$ cat config.mk
export PLATFORM = sky130hd
export DESIGN_NAME = multicycle_control
export DESIGN_NICKNAME = d
export VERILOG_FILES = /design/src/rtl/multicycle_control.sv
export SDC_FILE = /design/constraint.sdc
export NUM_CORES = 1
export LEC_CHECK = 0
export CAP_MARGIN = 20
export CELL_PAD_IN_SITES_DETAIL_PLACEMENT = 1
export CELL_PAD_IN_SITES_GLOBAL_PLACEMENT = 2
export CORE_ASPECT_RATIO = 0.7
export CORE_UTILIZATION = 26
export DETAILED_ROUTE_END_ITERATION = 8
export PLACE_DENSITY = 0.95
export SETUP_SLACK_MARGIN = 0.4
export SLEW_MARGIN = 15
export SYNTH_ARGS = -nofsm -noshare
export SYNTH_HDL_FRONTEND = slang
export SYNTH_SLANG_ARGS = --single-unit
$ cat constraint.sdc
create_clock -name clk -period 4.7 [get_ports clk]
set_clock_uncertainty 0.05 [all_clocks]
set_input_delay 0.47 -clock clk [delete_from_list [all_inputs] [get_ports clk]]
set_output_delay 0.47 -clock clk [all_outputs]
set_load 0.005 [all_outputs]
$ cat src/rtl/multicycle_control.sv
// Main control FSM for the multi-cycle RV32I core: sequences the shared ALU,
// the unified memory port and the register file, and counts retired instructions.
module multicycle_control (
   input  logic        clk,
   input  logic        rst,
   input  logic [31:0] instruction,
   input  logic        zero,
   input  logic        mem_ready,
   output logic        mem_req,
   output logic        mem_we,
   output logic        mem_addr_sel,
   output logic        ir_we,
   output logic        mdr_we,
   output logic        pc_we,
   output logic [1:0]  pc_src,
   output logic        alu_src_a,
   output logic [1:0]  alu_src_b,
   output logic [1:0]  ALUop,
   output logic        alu_force_add,
   output logic        reg_we,
   output logic [1:0]  wb_sel,
   output logic        illegal,
   output logic [2:0]  state,
   output logic [31:0] instret
);

   typedef enum logic [2:0] {
      S_FETCH  = 3'd0,
      S_DECODE = 3'd1,
      S_EXEC   = 3'd2,
      S_MEM    = 3'd3,
      S_WB     = 3'd4,
      S_HALT   = 3'd7
   } state_t;

   localparam logic [6:0] OP_R     = 7'b0110011;
   localparam logic [6:0] OP_I     = 7'b0010011;
   localparam logic [6:0] OP_LOAD  = 7'b0000011;
   localparam logic [6:0] OP_STORE = 7'b0100011;
   localparam logic [6:0] OP_LUI   = 7'b0110111;
   localparam logic [6:0] OP_BEQ   = 7'b1100011;
   localparam logic [6:0] OP_JAL   = 7'b1101111;

   state_t      state_q, state_d;
   logic [31:0] instret_q;
   logic        retire;
   logic [6:0]  opcode;
   logic        unused_instr_bits;

   assign opcode            = instruction[6:0];
   assign unused_instr_bits = ^instruction[31:7];
   assign alu_src_a         = 1'b0;
   assign state             = state_q;
   assign instret           = instret_q;

   always_comb begin
      state_d       = state_q;
      retire        = 1'b0;
      mem_req       = 1'b0;
      mem_we        = 1'b0;
      mem_addr_sel  = 1'b0;
      ir_we         = 1'b0;
      mdr_we        = 1'b0;
      pc_we         = 1'b0;
      pc_src        = 2'b00;
      alu_src_b     = 2'b00;
      ALUop         = 2'b00;
      alu_force_add = 1'b0;
      reg_we        = 1'b0;
      wb_sel        = 2'b00;
      illegal       = 1'b0;
      unique case (state_q)
         S_FETCH: begin
            mem_req = 1'b1;
            if (mem_ready) begin
               ir_we   = 1'b1;
               pc_we   = 1'b1;
               state_d = S_DECODE;
            end
         end
         S_DECODE: begin
            unique case (opcode)
               OP_R, OP_I, OP_LOAD, OP_STORE, OP_LUI, OP_BEQ, OP_JAL: state_d = S_EXEC;
               default:                                               state_d = S_HALT;
            endcase
         end
         S_EXEC: begin
            unique case (opcode)
               OP_R: begin
                  ALUop   = 2'b11;
                  state_d = S_WB;
               end
               OP_I: begin
                  alu_src_b = 2'b01;
                  ALUop     = 2'b10;
                  state_d   = S_WB;
               end
               OP_LOAD, OP_STORE: begin
                  alu_src_b     = 2'b01;
                  ALUop         = 2'b10;
                  alu_force_add = 1'b1;
                  state_d       = S_MEM;
               end
               OP_LUI: begin
                  alu_src_b = 2'b01;
                  state_d   = S_WB;
               end
               OP_BEQ: begin
                  ALUop = 2'b01;
                  if (zero) begin
                     pc_we  = 1'b1;
                     pc_src = 2'b01;
                  end
                  retire  = 1'b1;
                  state_d = S_FETCH;
               end
               OP_JAL: begin
                  reg_we  = 1'b1;
                  wb_sel  = 2'b10;
                  pc_we   = 1'b1;
                  pc_src  = 2'b10;
                  retire  = 1'b1;
                  state_d = S_FETCH;
               end
               default: state_d = S_HALT;
            endcase
         end
         S_MEM: begin
            // IR is stable here, so only lw or sw can reach this state
            mem_req       = 1'b1;
            mem_addr_sel  = 1'b1;
            alu_force_add = 1'b1;
            alu_src_b     = 2'b01;
            mem_we        = (opcode == OP_STORE);
            if (mem_ready) begin
               if (opcode == OP_STORE) begin
                  retire  = 1'b1;
                  state_d = S_FETCH;
               end else begin
                  mdr_we  = 1'b1;
                  state_d = S_WB;
               end
            end
         end
         S_WB: begin
            reg_we  = 1'b1;
            wb_sel  = (opcode == OP_LOAD) ? 2'b01 : 2'b00;
            retire  = 1'b1;
            state_d = S_FETCH;
         end
         S_HALT: illegal = 1'b1;
         default: state_d = S_FETCH;
      endcase
      // strobes are suppressed for the whole reset window, not just at the edge
      if (rst) begin
         mem_req = 1'b0;
         mem_we  = 1'b0;
         ir_we   = 1'b0;
         mdr_we  = 1'b0;
         pc_we   = 1'b0;
         reg_we  = 1'b0;
      end
   end

   always_ff @(posedge clk or posedge rst) begin
      if (rst) begin
         state_q   <= S_FETCH;
         instret_q <= 32'd0;
      end else begin
         state_q   <= state_d;
         instret_q <= instret_q + {31'd0, retire};
      end
   end

endmodule

==> out/results.tsv, run 1 <==
metric	value	unit
status	complete, no violations	
reg2reg setup slack	1.66	ns
RSZ-0062 raised after global routing	no	
CP top delay family	simple AND/OR/NAND/NOR gates	
Syn Inst Count	203	
CORE AREA	7350	sq um
critical-path cell list	clkdlybuf4s50_1 > nand4bb_1 > nor3_1 > a31oi_1 > o21ai_0 > ha_1 > ha_1 > inv_1 > nor4_4 > nand4_1 > xnor2_1	
Post CTS Setup Buffer Count	0	
Seq/Total Area, Yosys	44.0	%
fmax	266	MHz
via count	1762	
# hold bufs at CTS	0	
Synth Area in XOR/XNOR	14.5	%
Final Max Tran Viols	0	
CP required	4.82	ns
CP dominant cell by count	ha_1	
Most Crowded Layer GR	met2	
EDFF count, synth	0	
Switching Share	32.9	%
Worst path slowest cell	nor4_4	
clock tree buffer depth	2	
Crit Path Max Fanout	10	
Final Core Density	38.0	%
grt met2 use	23.1	%
Setup Viol. Count Final	0	
largest net degree at the start of global routing	37	
gr ovfl total	0	
Detailed Route WL	5.72	mm
dominant synthesized flop cell	dfrtp_1	
sequential fraction of design power	43.7	%
combinational family with the most area after synthesis	simple AND/OR/NAND/NOR gates	
Switch Pwr	303	uW
wire per inst	15.7	um
worst hold slack	0.427	ns
clock root buffer	clkbuf_8	
Slew headroom	54.3	%
RePlAce Congestion	0.814	
Post-Synth Adder-Cell Area	1.26	%
placed wire-length estimate	4.29	mm
Synth Cell Area	1990	sq um
top cell type's share of synthesized area	44.0	%
min cycle time layout	3.75	ns
GRT met1 Usage	20.4	%
Final Hold Fails	0	
critical path's largest stage delay	0.65	ns
Total Routing Usage GR	14.8	%
TritonCTS buffer count	5	
peak supply drop	0.130	mV
Via density	4.85	
global-route wire length before repair	9.21	mm
Max-cap violations	0	
Initial DRT Pass Iterations	5	
share of layout cells above drive strength 1	5.28	%
number of antenna violations at the first check in global routing	0	
Ys Warns	0	
Worst Tran Pin Value	0.681	ns
clock transition at the registers of the reported paths	0.07	ns
Placed Area	2690	sq um
met3 usage	3.46	%
Post-synth ARST share	100	%
CTS Sinks	35	
Crit Path Class	input port to flip-flop	
period utilization	79.8	%
mux contribution to synthesized area	0	%
Setup WS pre-CTS	0.630	ns
worst hold-check path type	flip-flop to flip-flop	
width of the die	107	um
top post-synthesis cells by area	dfrtp_1 (44%), xnor2_1 (11%), nand3_1 (5.0%)	
Worst Path Buf+Inv	2	
Rows	26	
final instance area	2790	sq um
P_leak	1.18	nW
Die Height	75.2	um
Clock power frac	26.4	%
# H-tree levels	2	
die area	8020	sq um
area grow syn2layout	40.3	%
Final WS setup	0.947	ns
P_int	619	uW
setup TNS	0	ns
vias in the first global route	1791	
initial core utilization	27.1	%
Compound-Gate Fraction of Synth Area	5.21	%
DR iter-0 viols	62	
Synth Register Bits	35	
CP Capture Type	flip-flop	
Post-CTS Resized	0	
antenna cells	0	
leading area contributor after synthesis	dfrtp_1	
num ports	89	
Netlist cell types	39	
Final #Nets	302	
antenna viol nets, final	0	
Avg Synthesized Cell Area	9.81	sq um
TritonCTS clock tree	yes	
Simple-Gate Fraction of Synth Area	31.0	%
Comb power frac	29.9	%
DRC	0	
Data arrival, critical path	3.87	ns
IO Port Bufs	61	
Setup crit start kind	input port	
worst skew pair latency	0.29	ns
P per Cell Area	330	nW/um^2
## kinds of logic (layout without fill, tap and decap cells)
kind of cell,Yosys count,in the layout
compound gates,14,14
fa+ha+maj,2,2
flops,35,35
simple gates,100,100
xor+xnor,33,33
other cells,1,2
buf+inv,18,79
## cell usage in the layout, fill, tap and decap left out, drive strengths merged
cell           netlist  routed
a31oi                2       2
nand4bb              1       1
o32a                 2       2
and4                 4       4
inv                  9       9
and3b                2       2
nand3               20      20
a211oi               1       1
conb                 1       2
ha                   2       2
o211ai               1       1
o21bai               1       1
nor3                 7       7
and2                 3       3
buf                  3       1
nor2b                2       2
or2                  1       1
nor2                12      12
nand2               15      15
nor3b                3       3
and3                 5       5
a32oi                1       1
xnor2               26      26
nand3b               3       3
o21ai                2       2
nand4               14      14
o21a                 1       1
clkdlybuf4s50        0      61
xor2                 7       7
nor4                 5       5
a21oi                1       1
clkbuf               6       8
dfrtp               35      35
a222oi               1       1
nand2b               3       3
o31ai                1       1
## layout make-up
cell class | count | area, sq um
multi-input combinational | 151 | 1040
tap | 98 | 123
fill | 873 | 4560
inverter | 9 | 33.8
sequential | 35 | 876
clock buffer | 8 | 100
timing repair buffer | 62 | 618
## through the flow
stage	cells	total power, mW
after global routing	363	0.982
final	363	0.923
after global placement	355	0.674
after floorplan	204	0.527
after detailed placement	355	0.686
after CTS	363	0.933
## sequential cells by signal, summed over array words and instances, names as in the netlist
register	count
instret	32
state	3
## path summary, 6_finish.rpt
path | from | depth (start not counted) | to
min in group asynchronous | rst | 3 | state[2]
hold / removal | instret[31] | 1 | instret[31]
hold reg to reg | instret[31] | 1 | instret[31]
setup reg to reg | state[0] | 9 | instret[26]
max in group asynchronous | rst | 3 | instret[8]
setup / recovery | instruction[2] | 11 | instret[26]
## power groups by stage
stage	combinational, mW	sequential, mW	clock, mW
2_1_floorplan	0.155	0.372	0
4_1_cts	0.280	0.403	0.250
3_3_place_gp	0.268	0.405	0
6_report	0.276	0.403	0.243
5_1_grt	0.307	0.413	0.261
3_5_place_dp	0.277	0.409	0
## per-layer routing
layer,routed length (um),up-vias
li1,-,833
met4,83,0
met1,2780,886
met2,2670,31
met5,0,-
met3,182,12
## synth_stat cells (all sizes together), types with 3 or more instances
| master | count |
|---|---|
| nor4 | 5 |
| and4 | 4 |
| xor2 | 7 |
| nor3b | 3 |
| nor2 | 12 |
| nand4 | 14 |
| nand3b | 3 |
| dfrtp | 35 |
| and3 | 5 |
| nand2 | 15 |
| clkbuf | 6 |
| nor3 | 7 |
| inv | 9 |
| nand2b | 3 |
| nand3 | 20 |
| and2 | 3 |
| xnor2 | 26 |
| buf | 3 |
(Power assumes the default switching activity.)
==> run 2, diff against run 1 <==
Settings changed: CORE_UTILIZATION 26 to 24, PLACE_DENSITY 0.95 to 0.92.
Clock period 4.7 ns to 3.5 ns, I/O delays scaled along.
==> out/results.tsv, run 2 (same netlist as run 1, synthesis figures left out) <==
metric	value	unit	change
share of layout cells above drive strength 1	9.12	%	+3.8 points
via count	1789		+1.5%
top routing layer in use	met4		
min cycle time layout	2.96	ns	
Total Routing Usage GR	13.7	%	-1.2 points
Met3 Wirelength	239	um	+31%
Slew headroom	63.7	%	+9.4 points
Worst Tran Pin Value	0.541	ns	-0.140 ns
most common cell after layout, fill and taps aside	clkdlybuf4s50_1		
TritonCTS buffer count	5		unchanged
DRC	0		unchanged
gr ovfl total	0		unchanged
antenna viol nets, final	0		unchanged
die area	8670	sq um	+8.1%
Worst Hold Path Cells	1		unchanged
placed wire-length estimate	4.15	mm	-3.2%
P per Cell Area	484	nW/um^2	+47%
clock tree buffer depth	2		unchanged
Clock power frac	36.2	%	+9.8 points
Max-cap violations	0		unchanged
P_int	1.01	mW	+63%
met2 WL post-DR	2.69	mm	+0.90%
Final Hold Fails	0		unchanged
DR iter-0 viols	39		-37%
# H-tree levels	2		unchanged
setup TNS	0	ns	unchanged
TritonCTS clock tree	yes		
CORE AREA	7940	sq um	+8.0%
Setup crit start kind	input port		
antenna cells	0		unchanged
worst hold-check path type	flip-flop to flip-flop		
number of antenna violations at the first check in global routing	0		unchanged
Switching Share	29.1	%	-3.8 points
Rows	27		+3.8%
Comb power frac	25.8	%	-4.1 points
sequential cell area	876	sq um	unchanged
num ports	89		unchanged
Metal-1 WL	2.73	mm	-1.9%
fmax	338	MHz	
RSZ-0062 raised after global routing	no		
clock root buffer	clkbuf_16		
area grow syn2layout	47.9	%	
Final Core Density	37.1	%	-0.90 points
global-route wire length before repair	9.49	mm	+3.1%
fill count	902		+3.3%
Die Height	78.2	um	+4.0%
period utilization	84.5	%	
largest net degree at the start of global routing	36		-2.7%
wire per inst	15.2	um	-3.2%
P_leak	1.26	nW	+6.8%
worst skew pair latency	0.28	ns	about the same
area of the multi-input gates	1050	sq um	+0.60%
clock transition at the registers of the reported paths	0.06	ns	about the same
Switch Pwr	415	uW	+37%
Initial DRT Pass Iterations	4		-1
Detailed Route WL	5.72	mm	about the same
status	complete, no violations		
Final Max Tran Viols	0		unchanged
Via density	4.77		-1.7%
CP required	3.63	ns	-1.19 ns
Final #Nets	311		+3.0%
IO Port Bufs	61		unchanged
width of the die	111	um	+4.0%
CTS Sinks	35		unchanged
sequential fraction of design power	38.0	%	-5.7 points
max FFs per register	32		unchanged
Crit Path Max Fanout	10		unchanged
worst r2r path cells	10		+1
Setup Viol. Count Final	0		unchanged
Crit Path Class	input port to flip-flop		
initial core utilization	25.1	%	-2.0 points
peak supply drop	0.253	mV	+94%
vias in the first global route	1860		+3.9%
Data arrival, critical path	3.09	ns	-0.78 ns
most frequent cells in the layout	clkdlybuf4s50_1 (61), dfrtp_1 (35), xnor2_1 (26)		
# hold bufs at CTS	0		unchanged
CP Capture Type	flip-flop		
RePlAce Congestion	0.740		-9.1%
-- run 2: cell count changes in the layout (fill, tap and decap cells not counted), sizes merged --
cell / before / now
buf: 1 / 10
bufinv: 0 / 1
clkbuf: 8 / 6
clkinv: 0 / 1
-- run 2: power by group through the flow --
stage	registers [mW]	logic (mW)	clock network (mW)
after floorplan	0.500	0.208	0
after global placement	0.544	0.367	0
after detailed placement	0.547	0.370	0
after CTS	0.539	0.373	0.525
after global routing	0.555	0.406	0.548
final	0.542	0.368	0.516
-- run 2: metrics by stage --
step | instance area [sq um] | setup slack, ns | total power [mW] | hold WS (ns) | cells
after floorplan | 2000 | 0.734 | 0.708 | 0.418 | 204
after global placement | 2770 | 0.256 | 0.911 | 0.411 | 367
after detailed placement | 2770 | 0.178 | 0.917 | 0.425 | 367
after CTS | 2940 | 0.410 | 1.44 | 0.440 | 375
after global routing | 2950 | 0.359 | 1.51 | 0.461 | 375
final | 2950 | 0.541 | 1.43 | 0.437 | 375
-- run 2: critical path, cell delays in order --
cell and delay, ns:
clkdlybuf4s50_1 0.54, nand3b_1 0.28, nor4_2 0.28, a31oi_1 0.07, o21ai_1 0.23, ha_1 0.23, ha_1 0.18, inv_1 0.07
nor4_4 0.25, buf_4 0.22, nand4_1 0.15, xnor2_1 0.23
-- run 2: path summary, 6_finish.rpt --
path                           startpoint          end  slack (ns)
max                        instruction[4]  instret[26]        0.54
min reg2reg                   instret[31]  instret[31]        0.44
max in group asynchronous             rst   instret[0]        2.48
min in group asynchronous             rst     state[1]        0.60
max reg2reg                      state[0]  instret[26]        0.80
min                           instret[31]  instret[31]        0.44
-- run 2: cell type report --
type,count,area share (%)
clock buffers,6,4.72
clock inverters,2,1.19
inverters,9,1.15
multi-input cells,151,35.6
flip-flops and latches,35,29.7
well taps,101,4.29
repair buffers,71,23.3
-- run 2: repair_timing --
item                       4_1_cts  5_1_grt
setup endpoints to repair        0       11
buffers inserted                 0        0
gates resized for setup          0        2
-- run 2: routing by layer --
metal	vias to the layer above	GRT usage, %
met5	-	0
met4	0	2.80
met2	48	22.0
met1	877	18.8
li1	857	-
met3	7	3.09
